===== config.mk =====
export PLATFORM = sky130hd
export DESIGN_NAME = npu
export DESIGN_NICKNAME = d
export VERILOG_FILES = /design/src/rtl/npu.sv
export SDC_FILE = /design/constraint.sdc
export NUM_CORES = 2
export LEC_CHECK = 0
export ABC_CLOCK_PERIOD_IN_PS = 10070
export BUFFER_PORTS_ARGS = -buffer_cell sky130_fd_sc_hd__buf_4
export CAP_MARGIN = 20
export CORE_MARGIN = 1
export CORE_UTILIZATION = 30
export CTS_BUF_LIST = sky130_fd_sc_hd__clkbuf_8
export CTS_CLUSTER_SIZE = 16
export DETAILED_ROUTE_END_ITERATION = 8
export GPL_TIMING_DRIVEN = 0
export PLACE_DENSITY = 0.52
export SLEW_MARGIN = 20
export SYNTH_ARGS = -nofsm -noshare
export SYNTH_HDL_FRONTEND = slang
export SYNTH_SLANG_ARGS = --single-unit
export TNS_END_PERCENT = 10

===== constraint.sdc =====
create_clock -name clk -period 10.07 [get_ports clk]
set_clock_uncertainty 0.1 [all_clocks]
set_input_delay 1.5105 -clock clk [delete_from_list [all_inputs] [get_ports clk]]
set_output_delay 1.5105 -clock clk [all_outputs]
set_load 0.005 [all_outputs]

===== src/rtl/npu.sv =====
// npu: sequential 3-element signed dot product, one multiply-accumulate per
// clock. Started by en in IDLE, signals completion with a single-cycle ack.
module npu #(
   parameter int data_size = 32,
   parameter int vec_len   = 3
) (
   input  logic                          clk,
   input  logic                          rst,
   input  logic                          en,
   input  logic [vec_len*data_size-1:0]  in1,
   input  logic [vec_len*data_size-1:0]  in2,
   output logic [data_size-1:0]          result,
   output logic                          busy,
   output logic                          ack
);

   localparam int IW = $clog2(vec_len);
   localparam logic [IW-1:0] LAST_IDX = IW'(vec_len - 1);

   localparam logic [1:0] IDLE = 2'd0;
   localparam logic [1:0] MAC  = 2'd1;
   localparam logic [1:0] DONE = 2'd2;

   logic [1:0]                            state_q, state_d;
   logic [IW-1:0]                         idx_q, idx_d;
   logic [data_size-1:0]                  acc_q, acc_d;
   logic [data_size-1:0]                  result_q, result_d;
   logic [vec_len-1:0][data_size-1:0]     a_q, a_d;
   logic [vec_len-1:0][data_size-1:0]     b_q, b_d;

   logic [data_size-1:0]                  a_sel, b_sel;
   logic [data_size-1:0]                  prod_lo;
   logic [data_size-1:0]                  sum;

   // Datapath: select the current element pair and form the running sum.
   // The low data_size bits of a two's-complement product do not depend on
   // operand signedness, so a width-truncated multiply gives the signed
   // product modulo 2^data_size directly.
   always_comb begin
      a_sel   = a_q[idx_q];
      b_sel   = b_q[idx_q];
      prod_lo = a_sel * b_sel;
      sum     = acc_q + prod_lo;
   end

   // Next-state logic: capture operands on start, one MAC per cycle, publish
   // the final sum on the last element and spend one cycle in DONE for ack.
   always_comb begin
      state_d  = state_q;
      idx_d    = idx_q;
      acc_d    = acc_q;
      result_d = result_q;
      a_d      = a_q;
      b_d      = b_q;
      case (state_q)
         IDLE: begin
            if (en) begin
               a_d     = in1;
               b_d     = in2;
               acc_d   = '0;
               idx_d   = '0;
               state_d = MAC;
            end
         end
         MAC: begin
            acc_d = sum;
            idx_d = idx_q + 1'b1;
            if (idx_q == LAST_IDX) begin
               result_d = sum;
               state_d  = DONE;
            end
         end
         DONE: begin
            state_d = IDLE;
         end
         default: begin
            state_d = IDLE;
         end
      endcase
   end

   // State registers; reset clears everything and aborts any computation.
   always_ff @(posedge clk) begin
      if (rst) begin
         state_q  <= IDLE;
         idx_q    <= '0;
         acc_q    <= '0;
         result_q <= '0;
         a_q      <= '0;
         b_q      <= '0;
      end else begin
         state_q  <= state_d;
         idx_q    <= idx_d;
         acc_q    <= acc_d;
         result_q <= result_d;
         a_q      <= a_d;
         b_q      <= b_d;
      end
   end

   assign result = result_q;
   assign busy   = (state_q == MAC);
   assign ack    = (state_q == DONE);

endmodule


# After elaboration in Yosys (flattened, before gate mapping)
# Cells that the tools add are included.
word_totals:
  regBits: 260
  in_bits: 195
  wordCells: 36
  out_inout_bits: 34
classes:
  mul: 1
  n_eq_ne: 5
  mux: 11
  n_reduce_logical: 6
  magnitude_cmp: 1
  add_sub_neg: 2
ops:
  columns: ["op", "n"]
  rows:
  - ["binary-select mux 32 bit (select 2 bit)", 2]
  - ["2-to-1 mux 32 bit", 3]
  - ["case mux 32 bit (2 select lines)", 1]
  - ["adder 32 bit", 1]
  - ["multiplier 32 x 32 -> 32 bit", 1]
  - ["case mux 2 bit (2 select lines)", 2]
  - ["AND reduction 2 bit", 4]
  - ["2-to-1 mux 2 bit", 3]
  - ["== test 2 bit, second input constant", 2]
  - ["< comparator 2 x 3 -> 1 bit, second input constant", 1]
  - ["adder 2 x 1 -> 2 bit, second input constant", 1]
  - ["== test 2 x 1 -> 1 bit, second input constant", 1]
  - ["zero test 2 bit", 1]
  - ["!= test 2 x 1 -> 1 bit, second input constant", 1]
  - ["!= test 2 bit, second input constant", 1]
  - ["nonzero test 2 bit", 1]

# Depth between registers and ports, before layout
depth:
  depth_word: 5
  ltp_mapped: 35
  mapped_depth_nobuf: 29

# Worst setup path after synthesis
# No wires, ideal clock.
synth_path:
  path_type: "register -> register"
  startpoint: "register idx_q[1]"
  endpoint: "register acc_q[30]"
  arrival_time_ps: 8205
  setup_slack_ps: 1695
  stages_incl_launch_ff: 32
  cell_sequence: "dfxtp_1 buf_2 buf_2 buf_4 clkbuf_1 clkbuf_1 nor2_1 a21oi_1 nor2_1 fa_1 fa_1 fa_1 inv_1 fa_1 inv_1 fa_1 fa_1 fa_1 inv_1 fa_1 inv_1 ha_1 a21o_1 a21oi_1 nor2b_1 a311o_1 a21oi_1 a21oi_1 o31ai_1 xnor2_1 nand2_1 a21oi_1"
synth_between:
  elab_chain_len: 5
  word_cells_on_any_way: 7
synth_rtl:
  columns: ["item", "line_no", "text"]
  rows:
  - ["start: declaration", "25", "logic [IW-1:0] idx_q, idx_d;"]
  - ["start signal: assignment", "93", "idx_q <= idx_d;"]
  - ["binary-select mux 32 bit (select 2 bit), on equally long branches", "40, 41", null]
  - ["2-to-1 mux 32 bit, on equally long branches", "40, 41", null]
  - ["multiplier 32 x 32 -> 32 bit *", "42", "prod_lo = a_sel * b_sel;"]
  - ["adder 32 bit *", "43", "sum = acc_q + prod_lo;"]
  - ["case mux 32 bit (2 select lines) *", "55", "case (state_q)"]
  - ["end signal: assignment", "87", "acc_q <= '0;"]
  - ["end signal: assignment", "94", "acc_q <= acc_d;"]
  - ["end: declaration", "26", "logic [data_size-1:0] acc_q, acc_d;"]
# Every way passes the cells marked *; elsewhere a longest branch is shown, timed or not. The select of a mux whose other input is x is not followed.
# A chain may end at the register's enable or synchronous reset.

# Final worst setup path
layout_path:
  startpoint: "register idx_q[0]"
  endpoint: "register acc_q[29]"
# Same word-level chain as after synthesis.

==> metrics.md <==
| Metric | Value |
|---|---|
| GRT Overall Usage | approximately a quarter |
| Worst Path Buf+Inv | 13 |
| Worst hold path type | reg -> reg |
| Clk sinks | between 200 and 300 |
| H-tree levels | 2 |
| Row cnt | between 100 and 150 |
| Top post-synthesis cells by area | fa_1 33%, dfxtp_1 19%, nand2_1 9.2%, inv_1 7.1%, ha_1 5.8% |
| Unique masters post-synth | 55 |
| Pin count of the biggest net entering global routing | 20 |
| Synth-to-Final Area Change | 17.0% |
| Core area | 88500 um^2 |
| Synth area leader | fa_1 |
| Chip height | 301 um |
| Final std cells w/o fill | roughly 4700 |
| Initial antenna violation count | 6 |
| Initial Util | a little under a third |
| Io pins | 229 |
| Final Critical Period | approximately 10 ns |
| TritonCTS clock tree | built |
| CTS Root Buffer Type | clkbuf_8 |
| Post-synth ARST share | 0% |
| Delay of the slowest critical-path stage | between 0.8 and 0.9 ns |
| Final GP Congestion | between 1 and 1.5 |
| Area of placed instances | 30200 um^2 |
| PwrDens | between 100 and 150 nW/um^2 |
| CTS Buffer Depth | 3 |
| Max transition margin | 17.3% |
| Routed WL | around 110000 um |
| Setup Buffers After CTS | 0 |
| Final Instance Area | ~31000 um^2 |
| Slew at the pin with the worst max-slew slack | about 1.2 ns |
| Iteration count of the initial detailed-routing pass | 8 |
| Wire length per cell | 23.5 um |
| RSZ-0062 raised after global routing | true |
| Fin. Hold Viols | 0 |
| Period utilization | between 90% and 100% |
| Layout Utilization | a little over a third |
| Cts hold-fix bufs | 0 |
| Pleak | around 14 nW |
| Startpoint types | register |
| Number of global-route vias before repair | 23723 |
| Max-cap viol count | 0 |
| Synthesized instance count | ~3200 |
| Status | finished, violations left |
| DRT iter0 DRCs | 2161 |
| Failing checks | design-rule violations |
| Proportion of layout cells with a drive suffix above 1 | roughly an eighth |
| Data arrival time of the critical path | ~10 ns |
| Syn Area/Cell | roughly 8.3 um^2 |
| Mapped Nets | around 4000 |
| Inst Count DP | ~4600 |
| EDFF count, synth | 0 |
| Clk Latency, worst-skew pair | ~0.65 ns |
| Die W | around 300 um |
| Final ANT Viol Nets | 0 |
| Total gr overflow | 0 |
| CTS clk-pin slew, worst paths | about 0.060 ns |
| #FFs+latches synth | 260 |
| VDD IR-drop max | roughly 0.000077 V |
| # port buffers | around 230 |
| Worst Setup End Kind | register |
| Post-synthesis sequential area ratio | between 10% and 20% |
| Peak Freq | 99.8 MHz |
| Number of CTS-inserted buffers | 47 |
| Routed vias | between 20000 and 25000 |
| Crit path max fanout | 10 |
| Vias per inst | 4.94 |
| Yosys warns | 0 |
| Final HPWL DP | approximately 90000 um |
| Die area | roughly 91000 um^2 |
| Total power | about 4 mW |
| First-pass GRT wire length | ~160000 um |
| Final setup fails | 0 |
| Slowest CP cell | buf_1 |
| Top_reg_cell synth | dfxtp_1 |
| Mapped Area | 26800 um^2 |
| Delay-heaviest family, CP | adder cells |
| Top cell type's share of synthesized area | roughly a third |
| CP Data Required Time | ~10 ns |
| DRC violations left | 8 |
| Final nets | ~4300 |
| Max-slew violations | 0 |
| Worst Setup Path Type | reg -> reg |
## tightest hold or removal path, stage by stage (launching register included)
cell and delay [ns]:
dfxtp_1 0.30, nand2_1 0.05, a21oi_1 0.05
## placed cells by master (no fill, tap or decap), types with 61 or more instances in the layout
cell / n
nor2_1: 404
clkbuf_1: 115
nand2_1: 657
clkbuf_8: 61
mux2i_1: 64
dfxtp_1: 260
buf_4: 232
inv_1: 524
xnor2_1: 69
ha_1: 125
fa_1: 438
a21oi_1: 286
## synthesized netlist by cell type (all sizes together) (9+ instances only)
master / number
xnor2: 72
a21o: 14
a21oi: 314
o21a: 9
nand3: 28
ha: 125
fa: 438
nor2: 404
nand2: 657
mux2i: 64
nor2b: 9
inv: 509
clkbuf: 146
a2bb2oi: 9
o2bb2ai: 47
nand2b: 11
xor2: 13
or2: 14
o21ai: 15
buf: 29
dfxtp: 260
## report_power, final
group          internal [mW]  switching, mW  total (mW)
clock network          0.572          0.494        1.07
registers               1.10         0.0534        1.15
logic                  0.627           1.19        1.82
## sequential cells by signal, indices dropped and copies added, names as in the netlist
register	flops
a_q	96
b_q	96
acc_q	32
result	32
idx_q	2
state_q	2
## metrics by stage
step	worst slack [ns]	setup TNS, ns	hold slack (ns)
CTS	0.117	0	0.355
detailed placement	-1.35	-14.85	0.346
global placement	-1.44	-16.27	0.342
finish	0.0549	0	0.353
global route	-0.107	-0.460	0.370
floorplan	1.69	0	0.336
## what timing repair did
item	CTS	global route
setup endpoints to repair	24	13
cloned	0	0
resized for setup	43	22
## path summary, 6_finish.rpt
kind	from	end	slack (ns)	cells past startpoint
setup / recovery	idx_q[0]	acc_q[29]	0.05	35
hold / removal	result[24]	result[24]	0.35	2
setup reg to reg	idx_q[0]	acc_q[29]	0.05	35
hold reg to reg	result[24]	result[24]	0.35	2
## kinds of logic (layout without fill, tap and decap cells)
family / Yosys count / in the layout / share of synthesized area, %
xor gates and xnor gates: 87 / 87 / 2.97
AOI/OAI and AO/OA: 443 / 443 / 10.1
other: 0 / 4 / 0
DFF: 260 / 260 / 19.4
buffers and inverters: 684 / 1007 / 10.0
muxes: 64 / 64 / 2.39
and+or+nand+nor: 1142 / 1142 / 16.6
adders and majority gates: 563 / 563 / 38.5
## final cells by class
cell class	instances	area [um^2]
fill	9296	57100
multi-input combinational	2299	19100
sequential	260	5200
inverter	509	1910
timing repair buffer	241	1860
tap	1165	1460
clock buffer	61	840
buffer	172	823
clock inverter	24	149
antenna	4	10.0
## layer usage
| metal | global-route usage (%) | share of wire (%) | vias to the layer above |
|---|---|---|---|
| li1 | - | - | 10496 |
| met1 | 32.3 | 42 | 11588 |
| met5 | 0 | 0.056 | - |
| met2 | 38.7 | 45 | 1086 |
| met4 | 9.25 | 4.1 | 6 |
| met3 | 6.23 | 9.1 | 231 |
Note: power is estimated with default switching activity, not from simulation.
